--- src/rtl/trace_pkg.sv ---
// Shared types for the commit-trace monitor: FSM states, halt-cause encoding and trace entry layout.
// Entry fields are sized by TRACE_XLEN, which the top-level XLEN parameter is expected to match.
package trace_pkg;

   localparam int TRACE_XLEN = 32;

   typedef enum logic [1:0] {
      S_IDLE   = 2'd0,
      S_RUN    = 2'd1,
      S_HALTED = 2'd2
   } state_t;

   typedef enum logic [1:0] {
      CAUSE_NONE  = 2'd0,
      CAUSE_PC    = 2'd1,
      CAUSE_LIMIT = 2'd2,
      CAUSE_EXT   = 2'd3
   } cause_t;

   typedef struct packed {
      logic [TRACE_XLEN-1:0] pc;
      logic [31:0]           inst;
      logic [4:0]            rd;
      logic [TRACE_XLEN-1:0] wdata;
   } entry_t;

   // Instructions that do not write a register are recorded with rd = 0.
   function automatic entry_t make_entry(
      input logic [TRACE_XLEN-1:0] pc,
      input logic [31:0]           inst,
      input logic [4:0]            rd,
      input logic                  regwrite,
      input logic [TRACE_XLEN-1:0] wdata
   );
      entry_t e;
      e.pc    = pc;
      e.inst  = inst;
      e.rd    = regwrite ? rd : 5'd0;
      e.wdata = wdata;
      return e;
   endfunction

endpackage

--- src/rtl/commit_trace_monitor_ram.sv ---
// Trace storage: DEPTH entries, one write port and one registered read port (1-cycle read latency).
module trace_ram
   import trace_pkg::*;
#(
   parameter int DEPTH = 32,
   parameter int AW    = $clog2(DEPTH)
) (
   input  logic          clk,
   input  logic          we,
   input  logic [AW-1:0] waddr,
   input  entry_t        wdata,
   input  logic          re,
   input  logic [AW-1:0] raddr,
   output entry_t        rdata
);

   entry_t mem [DEPTH];

   // NOTE: the array and read register carry no reset; the top masks stale data with its own reset flops.
   always_ff @(posedge clk) begin
      if (we) mem[waddr] <= wdata;
      if (re) rdata <= mem[raddr];
   end

endmodule

--- src/rtl/commit_trace_monitor.sv ---
// Commit-trace and halt monitor: records MEM/WB retires into a first-N or last-N buffer and halts on PC match,
// cycle limit or external stop. Define TRACE_REGMIRROR_EN to add a shadow register file (reg_sel / reg_data).
module commit_trace_monitor
   import trace_pkg::*;
#(
   parameter int              XLEN       = 32,
   parameter int              DEPTH      = 32,
   parameter logic [XLEN-1:0] HALT_PC    = 32'h0000_0400,
   parameter int              MAX_CYCLES = 1000,
   parameter int              CNT_W      = 16
) (
   input  logic                     clk,
   input  logic                     rst,
   input  logic                     start,
   input  logic                     stop,
   input  logic                     clear,
   input  logic                     mode,
   input  logic [XLEN-1:0]          fetch_pc,
   input  logic                     wb_valid,
   input  logic [XLEN-1:0]          wb_pc,
   input  logic [31:0]              wb_inst,
   input  logic [4:0]               wb_rd,
   input  logic                     wb_regwrite,
   input  logic [XLEN-1:0]          wb_wdata,
   input  logic                     rd_req,
   input  logic [$clog2(DEPTH)-1:0] rd_idx,
   output logic                     rd_valid,
   output logic [XLEN-1:0]          rd_pc,
   output logic [31:0]              rd_inst,
   output logic [4:0]               rd_rd,
   output logic [XLEN-1:0]          rd_wdata,
   output logic [1:0]               state,
   output logic [1:0]               halt_cause,
   output logic [CNT_W-1:0]         cycle_count,
   output logic [CNT_W-1:0]         retire_count,
   output logic [$clog2(DEPTH):0]   trace_count,
   output logic                     overflow
`ifdef TRACE_REGMIRROR_EN
  ,input  logic [4:0]               reg_sel,
   output logic [XLEN-1:0]          reg_data
`endif
);

   localparam int AW = $clog2(DEPTH);
   localparam int CW = AW + 1;
   localparam logic [CW-1:0]    FULL_C  = CW'(DEPTH);
   localparam logic [CNT_W-1:0] LIMIT_C = CNT_W'(MAX_CYCLES - 1);

   state_t           state_q, next_state;
   cause_t           cause_q, next_cause;
   logic             mode_q;
   logic [AW-1:0]    wr_ptr;
   logic [CW-1:0]    count_q;
   logic [CNT_W-1:0] cyc_q, ret_q;
   logic             ovf_q;

   logic             run_active, retire, full, wr_en;
   logic             pc_hit, lim_hit;
   logic [AW-1:0]    oldest, rd_phys;
   logic             rd_in_range, rd_valid_q, rd_hit_q;
   entry_t           wr_entry, rd_entry;

   assign run_active = (state_q == S_RUN) && !start;
   assign retire     = run_active && wb_valid;
   assign full       = (count_q == FULL_C);
   assign wr_en      = retire && (mode_q || !full);
   assign pc_hit     = (fetch_pc == HALT_PC);
   assign lim_hit    = (MAX_CYCLES != 0) && (cyc_q == LIMIT_C);
   assign wr_entry   = make_entry(wb_pc, wb_inst, wb_rd, wb_regwrite, wb_wdata);

   // NOTE: every always_comb output gets a default first so no path can infer a latch.
   always_comb begin
      next_state = state_q;
      next_cause = cause_q;
      if (start) begin
         next_state = S_RUN;
         next_cause = CAUSE_NONE;
      end else begin
         case (state_q)
            S_RUN: begin
               if (pc_hit || lim_hit || stop) next_state = S_HALTED;
               if (pc_hit)       next_cause = CAUSE_PC;
               else if (lim_hit) next_cause = CAUSE_LIMIT;
               else if (stop)    next_cause = CAUSE_EXT;
            end
            S_HALTED: if (clear) next_state = S_IDLE;
            default: ;
         endcase
      end
   end

   // NOTE: sequential state uses non-blocking assignments so all flops update from pre-edge values.
   always_ff @(posedge clk) begin
      if (rst) begin
         state_q <= S_IDLE;
         cause_q <= CAUSE_NONE;
      end else begin
         state_q <= next_state;
         cause_q <= next_cause;
      end
   end

   // Counters, capture pointer and overflow; the halting cycle still counts and captures.
   always_ff @(posedge clk) begin
      if (rst) begin
         mode_q  <= 1'b0;
         wr_ptr  <= '0;
         count_q <= '0;
         cyc_q   <= '0;
         ret_q   <= '0;
         ovf_q   <= 1'b0;
      end else if (start) begin
         mode_q  <= mode;
         wr_ptr  <= '0;
         count_q <= '0;
         cyc_q   <= '0;
         ret_q   <= '0;
         ovf_q   <= 1'b0;
      end else if (state_q == S_RUN) begin
         if (cyc_q != '1) cyc_q <= cyc_q + 1'b1;
         if (wb_valid) begin
            if (ret_q != '1) ret_q <= ret_q + 1'b1;
            if (full) ovf_q <= 1'b1;
            else      count_q <= count_q + 1'b1;
            if (wr_en) wr_ptr <= wr_ptr + 1'b1;
         end
      end
   end

   // Logical index 0 is the oldest entry: the write pointer once a circular buffer has wrapped.
   assign oldest      = (mode_q && full) ? wr_ptr : '0;
   assign rd_phys     = oldest + rd_idx;
   assign rd_in_range = ({1'b0, rd_idx} < count_q);

   trace_ram #(.DEPTH(DEPTH), .AW(AW)) u_ram (
      .clk   (clk),
      .we    (wr_en),
      .waddr (wr_ptr),
      .wdata (wr_entry),
      .re    (rd_req),
      .raddr (rd_phys),
      .rdata (rd_entry)
   );

   always_ff @(posedge clk) begin
      if (rst) begin
         rd_valid_q <= 1'b0;
         rd_hit_q   <= 1'b0;
      end else begin
         rd_valid_q <= rd_req;
         rd_hit_q   <= rd_req && rd_in_range;
      end
   end

   assign rd_valid     = rd_valid_q;
   assign rd_pc        = rd_hit_q ? rd_entry.pc    : '0;
   assign rd_inst      = rd_hit_q ? rd_entry.inst  : '0;
   assign rd_rd        = rd_hit_q ? rd_entry.rd    : '0;
   assign rd_wdata     = rd_hit_q ? rd_entry.wdata : '0;
   assign state        = state_q;
   assign halt_cause   = cause_q;
   assign cycle_count  = cyc_q;
   assign retire_count = ret_q;
   assign trace_count  = count_q;
   assign overflow     = ovf_q;

`ifdef TRACE_REGMIRROR_EN
   logic [XLEN-1:0] mirror_q [32];

   always_ff @(posedge clk) begin
      if (rst || start) begin
         for (int i = 0; i < 32; i++) mirror_q[i] <= '0;
      end else if (retire && wb_regwrite && (wb_rd != 5'd0)) begin
         mirror_q[wb_rd] <= wb_wdata;
      end
   end

   assign reg_data = (reg_sel == 5'd0) ? '0 : mirror_q[reg_sel];
`else
   // Register mirror not built: no shadow storage, no extra ports.
`endif

endmodule

--- config.mk ---
export PLATFORM = sky130hd
export DESIGN_NAME = commit_trace_monitor
export DESIGN_NICKNAME = d
export VERILOG_FILES = /design/src/rtl/trace_pkg.sv /design/src/rtl/commit_trace_monitor_ram.sv /design/src/rtl/commit_trace_monitor.sv
export SDC_FILE = /design/constraint.sdc
export NUM_CORES = 2
export LEC_CHECK = 0
export ABC_AREA = 1
export BUFFER_PORTS_ARGS = -buffer_cell sky130_fd_sc_hd__buf_2
export CORE_MARGIN = 2
export CORE_UTILIZATION = 25
export DETAILED_ROUTE_END_ITERATION = 8
export PLACE_DENSITY = 0.47
export SYNTH_ARGS = -nofsm -noshare
export SYNTH_HDL_FRONTEND = slang
export SYNTH_SLANG_ARGS = --single-unit
--- constraint.sdc ---
create_clock -name clk -period 10.4 [get_ports clk]
set_clock_uncertainty 0.1 [all_clocks]
set_input_delay 2.08 -clock clk [delete_from_list [all_inputs] [get_ports clk]]
set_output_delay 2.08 -clock clk [all_outputs]
set_load 0.03 [all_outputs]
Word level (Yosys, flattened, before mapping)
Memory sizes are Yosys's and may differ from the RTL's. A register that Yosys moved wholly into a read port is not among the register bits.
Index checks and enable logic that the tools add are counted.
Widths: inputs -> output; s select.
{"block": "op_classes", "muxes": 15, "magnitude_cmp": 1, "eq_ne": 11, "n_bitwise": 1, "addsub": 5, "n_reduce_logical": 22}
{"cell": "$mux 32", "count": 3}
{"cell": "$add 16x1->16 const B", "count": 2}
{"cell": "$eq 32x11->1 const B", "count": 1}
{"cell": "$ne 16x16->1 const B", "count": 2}
{"cell": "$reduce_and 3->1", "count": 6}
{"cell": "$eq 16x10->1 const B", "count": 1}
{"cell": "$mux 5", "count": 3}
{"cell": "$mux 2", "count": 5}
{"cell": "$add 6x1->6 const B", "count": 1}
{"cell": "$eq 6x6->1 const B", "count": 1}
{"cell": "$lt 5x6->1", "count": 1}
{"cell": "$reduce_bool 3->1", "count": 2}
{"cell": "$add 5x1->5 const B", "count": 1}
{"cell": "$add 5x5->5", "count": 1}
{"cell": "$logic_and 1x1->1", "count": 5}
{"cell": "$pmux 2 s2", "count": 1}
{"cell": "$reduce_and 2->1", "count": 2}
{"cell": "$logic_or 1x1->1", "count": 3}
{"cell": "$mux 1", "count": 3}
{"cell": "$ne 3x2->1 const B", "count": 1}
{"cell": "$ne 3x3->1 const B", "count": 1}
{"cell": "$eq 2x1->1 const B", "count": 1}
{"cell": "$eq 2x2->1 const B", "count": 1}
{"cell": "$logic_not 1->1", "count": 2}
{"cell": "5 further kinds", "count": 5}
{"block": "word_totals", "register_bits": 51, "wordCells": 67, "out_inout_bits": 145, "ramBits": 3232, "memories": 1, "inputBits": 147}
{"name": "u_ram.mem", "depth": 32, "word_bits": 101, "rd": 1, "rd_clocked_by_memory_dff": 1, "wr": 1, "line": "commit_trace_monitor_ram.sv:17", "text": "entry_t mem [DEPTH];"}

Depth between registers and ports, before layout
{"block": "depth", "ltp_word": 6, "depth_mapped": 21, "depth_no_buf": 17}

Modules after synthesis
A second synthesis with hierarchy kept.
{"block": "unflattened", "hier_cells": 11351, "hier_area_um2": 136096.8}
{"mod": "trace_ram", "area_per_inst_um2": 132081.7, "seq_area_each_um2": 100086.0, "instances": 1, "cells_each": 10651}
{"mod": "commit_trace_monitor", "area_per_inst_um2": 4015.1, "seq_area_each_um2": 1021.0, "instances": 1, "cells_each": 700}

Least setup slack after synthesis
Ideal clock, no wire load.
{"block": "synth_timing", "path_type": "input -> register", "startpoint": "input wb_valid", "endpoint": "memory u_ram.mem[31][0] (netlist name) (enable)", "arrival_time_ns": 9.597, "stages": 6, "required_time_ns": 9.615, "setup_slack_ns": 0.018, "setup_ns": 0.685, "cell_sequence": "inv_1 > nor3_1 > nand2_1 > inv_1 > nand2_1 > nor3_1"}
{"block": "synth_via", "elab_chain_cells": 4}
{"item": "start, declared", "line": "commit_trace_monitor.sv:19", "text": "input logic wb_valid,"}
{"item": "$logic_and 1x1->1", "line": "commit_trace_monitor.sv:64", "text": "assign retire = run_active && wb_valid;"}
{"item": "$logic_and 1x1->1", "line": "commit_trace_monitor.sv:66", "text": "assign wr_en = retire && (mode_q || !full);"}
{"item": "$mux 1", "line": "commit_trace_monitor_ram.sv:21", "text": "if (we) mem[waddr] <= wdata;"}
{"item": "$mux 1 (not written as such)", "line": "commit_trace_monitor_ram.sv:21"}
{"item": "end, declared", "line": "commit_trace_monitor_ram.sv:17"}
No other way between the ends.

Worst setup path in the final report
{"block": "layout_timing", "startpoint": "register count_q[0] (netlist: trace_count[0])", "endpoint": "register u_ram.rdata[71] (netlist name)"}
{"block": "layout_via", "elab_chain_cells": 4}
{"item": "start, declared", "line": "commit_trace_monitor.sv:53", "text": "logic [CW-1:0] count_q;"}
{"item": "start signal, assigned", "line": "commit_trace_monitor.sv:124", "text": "else count_q <= count_q + 1'b1;"}
{"item": "$eq 6x6->1", "line": "commit_trace_monitor.sv:65", "text": "assign full = (count_q == FULL_C);"}
{"item": "$logic_and 1x1->1", "line": "commit_trace_monitor.sv:131", "text": "assign oldest = (mode_q && full) ? wr_ptr : '0;"}
{"item": "$mux 5", "line": "commit_trace_monitor.sv:131"}
{"item": "$add 5x5->5", "line": "commit_trace_monitor.sv:132", "text": "assign rd_phys = oldest + rd_idx;"}
No other way between the ends.
A chain may end at the register's enable or synchronous reset.

==> results_dict.tcl <==
set metrics [dict create \
    drc_errors 0 \
    startpoint_type "flop" \
    min-delay-start "halt_cause[1]" \
    syn_nets 10700 \
    htree_num_levels 5 \
    final_max_slew_viol_count 0 \
    dp_hpwl_mm 202 \
    vdd_drop_max_uv 124 \
    placement.io_buffers 291 \
    multiInputGateArea_mm2 0.0298 \
    start_util 0.251 \
    hold_depth 2 \
    clk-insertion-delay-late_ps 960 \
    final_common_cell "edfxtp_1" \
    fillCellCount 54600 \
    yosysSeqAreaShare 0.751 \
    cp_slowest_cell "fa_4" \
    hold_buffers 0 \
    core-area_mm2 0.536 \
    pin_count 292 \
    p_per_area_mw_per_mm2 188 \
    synth-edff-count 3333 \
    area_growth_pct 15.4 \
    vias 85300 \
    cts_buffer_depth 4 \
    drt_iter0_drc 7987 \
    dieHeight_um 738 \
    synthesis.area_mm2 0.135 \
    cts_tree "done" \
    cp-end-kind "flop" \
    chipWidth_um 738 \
    yosysWarnings 0 \
    worstPathRequired_ps 11130 \
    antenna_found_initial 71 \
    r2r-end "u_ram.rdata[71]" \
    setup_viol 0 \
    num_rows 269 \
    grt_overflow_total 0 \
    slew_headroom 0.171 \
    final_cell_mix "edfxtp_1 (3,333), nor2_1 (2,492), o21ai_0 (1,315)" \
    path_cells "inv_1 -> ha_1 -> nand4_1 -> nor2_1 -> inv_1 -> nor2_1 -> ha_4 -> inv_1 -> fa_4 -> buf_12 -> buf_12 -> o21ai_0 -> o211ai_1 -> nand3_1 -> nand2_1 -> nand2_1 -> nand2_1" \
    first_pass_iters 5 \
    wl_per_cell_um 24.4 \
    critPathLaunch "trace_count[0]" \
    place_congestion 0.721 \
    min_period_over_period 0.537 \
    worstRegToRegCells 17 \
    fin_hold_ws_ps 362 \
    r2r_setup_slack_ps 4820 \
    hold_viol 0 \
    synth-seq-cells 3384 \
    synth_area_per_cell_um2 12.8 \
    r2r_start "trace_count[0]" \
    ys_types 34 \
    cts.repair.resized 0 \
    fin_setup_tns_ps 0 \
    async_reset_ff_frac 0 \
    vias_per_cell 4.70 \
    max_stage_delay_ps 1220 \
    hold_path_end "halt_cause[1]" \
    clkTransAtPathRegs_ps 60 \
    crit_type "flop to flop" \
    post-route-min-period_ps 5580 \
    cts_buffers 354 \
    cts_root_buf "clkbuf_16" \
    grt_max_degree 198 \
    drive_gt1_frac 0.0888 \
    fmax_mhz 179 \
    die-area_mm2 0.545 \
    cp_max_fo 197 \
    rsz0062_at_grt "no" \
    run_status "completed" \
    tightestPinTransition_ps 1240 \
    syn-instance-count 10600 \
    totalWireLength_mm 442 \
    cts.sinks 3384 \
    synthFlopType "edfxtp_1" \
    grt_pass1_vias 81300 \
    post-cts-setup-buffers 0 \
    seq_area_mm2 0.101 \
    grt_first_pass_wirelength_mm 624 \
    track_usage 0.156 \
    cp.arrival_ps 6320 \
    maxCapViolations 0 \
    fin_nets 10800 \
    hp-class "flop to flop" \
    route.antenna.remaining_nets 0 \
    leakagePower_uw 0.0498 \
]
==> cell type report <==
type	instances	area share
antenna	28	0.000451
clock buffer	436	0.0598
sequential	3384	0.651
clock inverter	209	0.0132
timing repair buffer	436	0.0211
inverter	197	0.00501
tap	7181	0.0578
multi-input combinational	6259	0.192
==> state kept, by name, summed over array words and instances, names as in the netlist, 2 cells and up <==
signal	count
halt_cause	2
state	2
u_ram.mem	3232
trace_count	6
cycle_count	16
retire_count	16
wr_ptr	5
u_ram.rdata	101
==> power by group <==
group	internal, µW	switching (µW)	total [µW]	leakage, µW
combinational	370	1110	1480	0.0138
clock	7230	5460	12700	0.00554
sequential	15000	38.8	15100	0.0304
==> cells by family (layout without fill, tap and decap cells) <==
logic type / after synthesis / count (layout) / share of synthesized area
adder cells (fa/ha/maj): 17 / 17 / 0.00164
flip-flops: 3384 / 3384 / 0.751
AND/OR/NAND/NOR: 3749 / 3749 / 0.109
other: 0 / 28 / 0
buffers and inverters: 908 / 1278 / 0.0301
AO/OA/AOI/OAI: 2478 / 2478 / 0.107
XOR/XNOR: 15 / 15 / 0.00103
==> worst max path at each step <==
stage	end	slack [ps]	depth (start not counted)
floorplan	u_ram.mem[31][0]	20	6
global placement	u_ram.rdata[100]	4100	14
detailed placement	u_ram.rdata[72]	4130	14
CTS	rd_wdata[0]	4690	4
global route	u_ram.rdata[64]	4470	17
finish	u_ram.rdata[71]	4820	17
==> worst max-delay path: cells and delay by family (launching register included) <==
kind	cells	cell delay, ps
buffers and inverters	5	1380
AND/OR/NAND/NOR	7	1010
AO/OA/AOI/OAI	2	520
adder cells (fa/ha/maj)	3	1550
flip-flops	1	340
==> cells in the mapped netlist, types with 2 or more instances <==
master / n / area share
buf_2: 119 / 0.0044
ha_1: 16 / 0.0015
xnor2_1: 6 / 0.00039
edfxtp_1: 3333 / 0.74
inv_1: 193 / 0.0054
nand3b_1: 3 / 0.00017
nand2_1: 754 / 0.021
nor3b_1: 4 / 0.00022
o211ai_1: 808 / 0.045
buf_4: 77 / 0.0043
a21oi_1: 34 / 0.0013
nor4_1: 2 / 0.000093
o21ai_0: 1315 / 0.049
nor2_1: 2523 / 0.070
o21ai_1: 317 / 0.012
nand4_1: 6 / 0.00028
nor3_1: 21 / 0.00078
nand3_1: 434 / 0.016
buf_1: 57 / 0.0016
buf_6: 28 / 0.0023
xor2_1: 8 / 0.00052
dfxtp_1: 51 / 0.0076
clkbuf_1: 430 / 0.012
clkinv_1: 2 / 0.000056
==> layer usage <==
metal	track usage	wire length, µm	vias up
met1	0.213	195000	43900
met2	0.267	215000	2212
met4	0.0333	9560	12
met5	0	65	-
met3	0.0181	21800	576
li1	-	-	38600
==> per-stage QoR <==
step,setup slack (ps),instance area [µm²],power (µW),util,std cells
after global placement,4100,144000,16900,0.268,17500
after detailed placement,4130,144000,16900,0.268,17500
after floorplan,18.1,135000,16200,-,10600
after global routing,4470,155000,30200,0.289,18100
final,4820,155000,29200,0.290,18100
after CTS,4690,155000,29500,0.289,18100
No activity file was read; power rests on OpenSTA's default activity.
